--- config.mk ---
export PLATFORM = sky130hd
export DESIGN_NAME = instr_loader
export DESIGN_NICKNAME = d
export VERILOG_FILES = /design/src/rtl/instr_loader.sv
export SDC_FILE = /design/constraint.sdc
export NUM_CORES = 1
export LEC_CHECK = 0
export ABC_AREA = 1
export BUFFER_PORTS_ARGS = -buffer_cell sky130_fd_sc_hd__buf_2
export CAP_MARGIN = 20
export CORE_UTILIZATION = 46
export DETAILED_ROUTE_END_ITERATION = 10
export PLACE_DENSITY = 0.69
export SYNTH_ARGS = -nofsm -noshare
export SYNTH_HDL_FRONTEND = slang
export SYNTH_SLANG_ARGS = --single-unit
--- constraint.sdc ---
create_clock -name clk_i -period 1.9 [get_ports clk_i]
set_clock_uncertainty 0.15 [all_clocks]
set_input_delay 0.095 -clock clk_i [delete_from_list [all_inputs] [get_ports clk_i]]
set_output_delay 0.095 -clock clk_i [all_outputs]
set_load 0.03 [all_outputs]
--- src/rtl/instr_loader.sv ---
// Byte-serial program loader: receives a framed, checksummed image over a valid/ready
// byte stream, writes big-endian words into instruction memory and holds the CPU in reset.
//
// state  | meaning
// IDLE   | after reset, waiting for start_i
// CNT_HI | expecting high byte of the word count
// CNT_LO | expecting low byte of the word count; count is range-checked here
// DATA   | assembling 4-byte words, one write pulse per completed word
// CSUM   | expecting the XOR checksum byte
// DONE   | image verified; CPU released one cycle after entry
// ERR    | bad count or checksum; CPU stays held
module instr_loader #(
    parameter logic [31:0] ADDR_BASE = 32'h0,
    parameter int          MAX_WORDS = 128
) (
    input  logic        clk_i,
    input  logic        rst_i,
    input  logic        start_i,
    input  logic [7:0]  byte_i,
    input  logic        byte_valid_i,
    output logic        byte_ready_o,
    output logic        mem_we_o,
    output logic [31:0] mem_addr_o,
    output logic [31:0] mem_data_o,
    output logic        cpu_hold_o,
    output logic        done_o,
    output logic        err_o
);

    typedef enum logic [2:0] {
        S_IDLE, S_CNT_HI, S_CNT_LO, S_DATA, S_CSUM, S_DONE, S_ERR
    } state_t;

    state_t      state_q, state_d;
    logic [15:0] cnt_q, cnt_d;
    logic [15:0] word_idx_q, word_idx_d;
    logic [1:0]  byte_cnt_q, byte_cnt_d;
    logic [7:0]  xor_q, xor_d;
    logic [23:0] shift_q, shift_d;
    logic        we_q, we_d;
    logic [31:0] addr_q, addr_d;
    logic [31:0] data_q, data_d;
    logic        hold_q, hold_d;
    logic        ready;
    logic        accept;
    logic [15:0] cnt_full;

    assign ready    = (state_q == S_CNT_HI) || (state_q == S_CNT_LO) ||
                      (state_q == S_DATA)   || (state_q == S_CSUM);
    assign accept   = ready && byte_valid_i;
    assign cnt_full = {cnt_q[15:8], byte_i};

    always_comb begin
        state_d    = state_q;
        cnt_d      = cnt_q;
        word_idx_d = word_idx_q;
        byte_cnt_d = byte_cnt_q;
        xor_d      = xor_q;
        shift_d    = shift_q;
        we_d       = 1'b0;
        addr_d     = addr_q;
        data_d     = data_q;

        case (state_q)
            S_IDLE, S_DONE, S_ERR: begin
                if (start_i) begin
                    state_d    = S_CNT_HI;
                    word_idx_d = 16'd0;
                    byte_cnt_d = 2'd0;
                    xor_d      = 8'd0;
                end
            end
            S_CNT_HI: begin
                if (accept) begin
                    cnt_d   = {byte_i, 8'h00};
                    xor_d   = xor_q ^ byte_i;
                    state_d = S_CNT_LO;
                end
            end
            S_CNT_LO: begin
                if (accept) begin
                    cnt_d = cnt_full;
                    xor_d = xor_q ^ byte_i;
                    if (cnt_full == 16'd0 || cnt_full > 16'(MAX_WORDS)) begin
                        state_d = S_ERR;
                    end else begin
                        state_d = S_DATA;
                    end
                end
            end
            S_DATA: begin
                if (accept) begin
                    xor_d = xor_q ^ byte_i;
                    if (byte_cnt_q == 2'd3) begin
                        // Write is registered: pulse appears the cycle after the 4th byte.
                        we_d       = 1'b1;
                        addr_d     = ADDR_BASE + {14'd0, word_idx_q, 2'b00};
                        data_d     = {shift_q, byte_i};
                        word_idx_d = word_idx_q + 16'd1;
                        byte_cnt_d = 2'd0;
                        if (word_idx_q == cnt_q - 16'd1) begin
                            state_d = S_CSUM;
                        end
                    end else begin
                        shift_d    = {shift_q[15:0], byte_i};
                        byte_cnt_d = byte_cnt_q + 2'd1;
                    end
                end
            end
            S_CSUM: begin
                if (accept) begin
                    state_d = (byte_i == xor_q) ? S_DONE : S_ERR;
                end
            end
            default: state_d = S_IDLE;
        endcase

        // Release only once DONE has been held for a full cycle; re-assert as soon as DONE is left.
        hold_d = (state_d != S_DONE) || (state_q != S_DONE);
    end

    always_ff @(posedge clk_i) begin
        if (rst_i) begin
            state_q    <= S_IDLE;
            cnt_q      <= 16'd0;
            word_idx_q <= 16'd0;
            byte_cnt_q <= 2'd0;
            xor_q      <= 8'd0;
            shift_q    <= 24'd0;
            we_q       <= 1'b0;
            addr_q     <= ADDR_BASE;
            data_q     <= 32'd0;
            hold_q     <= 1'b1;
        end else begin
            state_q    <= state_d;
            cnt_q      <= cnt_d;
            word_idx_q <= word_idx_d;
            byte_cnt_q <= byte_cnt_d;
            xor_q      <= xor_d;
            shift_q    <= shift_d;
            we_q       <= we_d;
            addr_q     <= addr_d;
            data_q     <= data_d;
            hold_q     <= hold_d;
        end
    end

    assign byte_ready_o = ready;
    assign mem_we_o     = we_q;
    assign mem_addr_o   = addr_q;
    assign mem_data_o   = data_q;
    assign cpu_hold_o   = hold_q;
    assign done_o       = (state_q == S_DONE);
    assign err_o        = (state_q == S_ERR);

endmodule

==> impl_metrics.csv <==
group,metric,value,unit
synth,netlist_area,5480,sq um
final_layout,diodes,0,
synth,synth_warnings,0,
place,dp_cells,980,
place,numPortBuffers,64,
sta,min_period,1.90,ns
global_route,grt_max_degree,52,
synth,avgSynthCellArea,7.24,sq um
min_path,min_from,"rst_i",
floorplan,dieHeight,111,um
clock_tree,clkTransAtPathRegs,0.05,ns
clock_tree,clock_latency,0.41,ns
synth,ys_seq_area_share,43.5,%
final_layout,final_cells,1026,
routing,remaining_drc_errors,18,
pwr,leakage,0.00328,uW
global_route,grt_pass1_wl,24600,um
worst_setup_path,worst-r2r-cell-count,13,
sta,slew_headroom,66.6,%
clock_tree,root_buffer,"clkbuf_16",
routing,dr.first_iter.drc_count,301,
floorplan,core,11500,sq um
synth,synthCells,757,
worst_setup_path,cp-start-kind,"register",
sta,tns,0,ns
place,place.gp.congestion,0.959,
floorplan,rows,39,
pwr,ir_worst_vdd,0.751,mV
routing,routedWlPerCell,14.7,um
sta,maxSlewViolCount,0,
floorplan,die_w,111,um
sta,worstMarginPinSlew,0.501,ns
final_layout,final_cell_mix,"120 x nand2_1, 109 x dfxtp_1, 89 x nor2_1",
worst_setup_path,worstReg2RegStart,"state_q[2]$_SDFF_PP0_",
final_layout,fin_area,7130,sq um
sta,hold_violations,0,
sta,max_freq,0.527,GHz
worst_setup_path,reg2reg_to,"state_q[1]$_SDFF_PP0_",
clock_tree,numCtsBuffers,17,
floorplan,die_area,12400,sq um
pwr,pwr_density_cell,1230,nW/um^2
floorplan,ios,81,
worst_setup_path,required,2.06,ns
worst_setup_path,rrSetupSlack,0.003,ns
synth,synth.ff_latch_count,119,
final_layout,nFillCells,976,
final_layout,final_common_cell,"nand2_1",
worst_setup_path,arrival,2.05,ns
sta,setup_viol,0,
routing,wl,15000,um
global_route,antenna_found_initial,0,
place,dp_hpwl,10100,um
global_route,grt_use_total,25.1,%
outcome,status,"finished, violations left",
clock_tree,clockBufferDepth,2,
run,drv_cap,0,
clock_tree,ctsHtreeMaxLevel,4,
min_path,hold_end,"mem_addr_o[17]$_SDFFE_PP0P_",
worst_setup_path,critPathKind,"register to register",
min_path,min_path_cells,5,
synth,ys_types,38,
routing,dr.pass1.iters,8,
worst_setup_path,critPathMaxFanout,5,
floorplan,initial_core_util,47.6,%
place,placed_area,6190,sq um
sta,grt_setup_unrepaired,"yes",
outcome,violations,"DRC",
worst_setup_path,end_kind,"register",
final_layout,num-nets-final,888,
clock_tree,cts_tree,"yes",
routing,ant_nets,0,
sta,min_period_over_period,99.8,%
routing,vias,5471,
routing,via_per_inst,5.33,
pwr,power,8790,uW
final_layout,drive_gt1_share,25.9,%
global_route,grt-ovfl-total,0,
global_route,grt_pass1_vias,5141,
final_layout,areaGrowthSynthToFinish,30.0,%
min_path,hp-class,"input port to register",
clock_tree,cts_sinks,119,
[power breakdown]
| part | switching [uW] | internal (uW) |
|---|---|---|
| Sequential | 201 | 2710 |
| Clock | 1110 | 1700 |
| Combinational | 1760 | 1310 |
| Total | 3070 | 5720 |
[cell families (layout without fill, tap and decap cells)]
family / count (synthesis) / count (layout) / synth area share (%)
fa+ha+maj: 3 / 3 / 0.685
compound gates: 156 / 156 / 15.3
simple gates: 345 / 345 / 27.5
flops: 119 / 119 / 43.5
xor+xnor: 27 / 27 / 4.32
other cells: 1 / 16 / 0.0684
buf+inv: 106 / 217 / 8.58
[metrics by stage]
step | worst slack [ns] | hold slack (ns) | util [%]
after CTS | 0.00679 | 0.0187 | 59.5
final | 0.00286 | 0.0324 | 61.9
after global routing | -0.122 | 0.0760 | 61.9
after global placement | -0.0546 | 0.287 | 53.8
after floorplan | 0.0102 | 0.0799 | -
after detailed placement | -0.115 | 0.288 | 53.8
[worst max-delay path by stage]
stage | slack, ns | depth (start not counted) | endpoint | startpoint
after floorplan | 0.01 | 12 | word_idx_q[7]$_SDFFE_PP0P_ | state_q[2]$_SDFF_PP0_
final | 0.003 | 13 | state_q[1]$_SDFF_PP0_ | state_q[2]$_SDFF_PP0_
after CTS | 0.007 | 12 | word_idx_q[14]$_SDFFE_PP0P_ | state_q[1]$_SDFF_PP0_
after global routing | -0.12 | 15 | state_q[1]$_SDFF_PP0_ | cnt_q[0]$_SDFFE_PP0P_
after global placement | -0.05 | 10 | word_idx_q[4]$_SDFFE_PP0P_ | state_q[2]$_SDFF_PP0_
after detailed placement | -0.11 | 10 | word_idx_q[8]$_SDFFE_PP0P_ | state_q[2]$_SDFF_PP0_
[cells in the mapped netlist, drive strengths merged]
cell type / number / share of area [%]
nand2: 130 / 9.0
dfxtp: 119 / 43
nor2: 117 / 8.2
a21oi: 75 / 7.1
o21ai: 68 / 6.2
nand3: 65 / 5.9
inv: 54 / 3.7
clkbuf: 30 / 2.1
buf: 20 / 2.7
xnor2: 14 / 2.2
xor2: 13 / 2.1
nand4: 11 / 1.5
nor3: 10 / 1.2
o211a: 7 / 1.3
a211oi: 4 / 0.55
nor4: 4 / 0.57
ha: 3 / 0.69
and2: 2 / 0.23
clkinv: 2 / 0.14
nand3b: 2 / 0.27
nor3b: 2 / 0.27
or2: 2 / 0.23
a31oi: 1 / 0.11
conb: 1 / 0.068
o21bai: 1 / 0.14
[state kept, by name, indices dropped and copies added (netlist names)]
register	flops
state_q	3
mem_addr_o	16
shift_q	24
xor_q	8
word_idx_q	16
mem_data_o	32
byte_cnt_q	2
cnt_q	16
mem_we_o	1
cpu_hold_o	1
[critical path: stages, from the launching register on]
cell     delay [ns]
dfxtp_4        0.37
inv_2          0.08
o21ai_4        0.08
buf_6          0.13
a21oi_4        0.20
nand2_2        0.07
nor2_1         0.11
nand3_1        0.11
nor2_2         0.13
nand3_1        0.08
nand2_1        0.09
nand3_1        0.07
nand2_1        0.07
inv_1          0.04
[layer usage]
metal / vias up / part of all wire, % / track usage [%]
li1: 2700 / - / -
met5: - / 0 / 0
met1: 2550 / 44 / 31.2
met3: 36 / 5.0 / 5.58
met4: 0 / 2.4 / 11.4
met2: 185 / 48 / 41.6
[area by class of cell]
| type | instances | area [sq um] | share of cell area, % |
|---|---|---|---|
| Clock inverter | 8 | 53.8 | 0.755 |
| Clock buffer | 21 | 460 | 6.46 |
| Multi-Input combinational cell | 547 | 2880 | 40.4 |
| Sequential cell | 119 | 2400 | 33.7 |
| Tap cell | 143 | 179 | 2.51 |
| Inverter | 56 | 219 | 3.07 |
| Timing Repair Buffer | 132 | 935 | 13.1 |
[timing repair]
| item | in CTS | in global routing |
|---|---|---|
| setup buffers | 2 | 5 |
| setup endpoints to repair | 38 | 52 |
| endpoints found under the hold margin | 34 | 0 |
| pin swaps | 4 | 23 |
| gates cloned | 0 | 1 |
| hold buffers | 9 | 0 |
| gates resized for setup | 13 | 79 |
(Power assumes the default switching activity.)
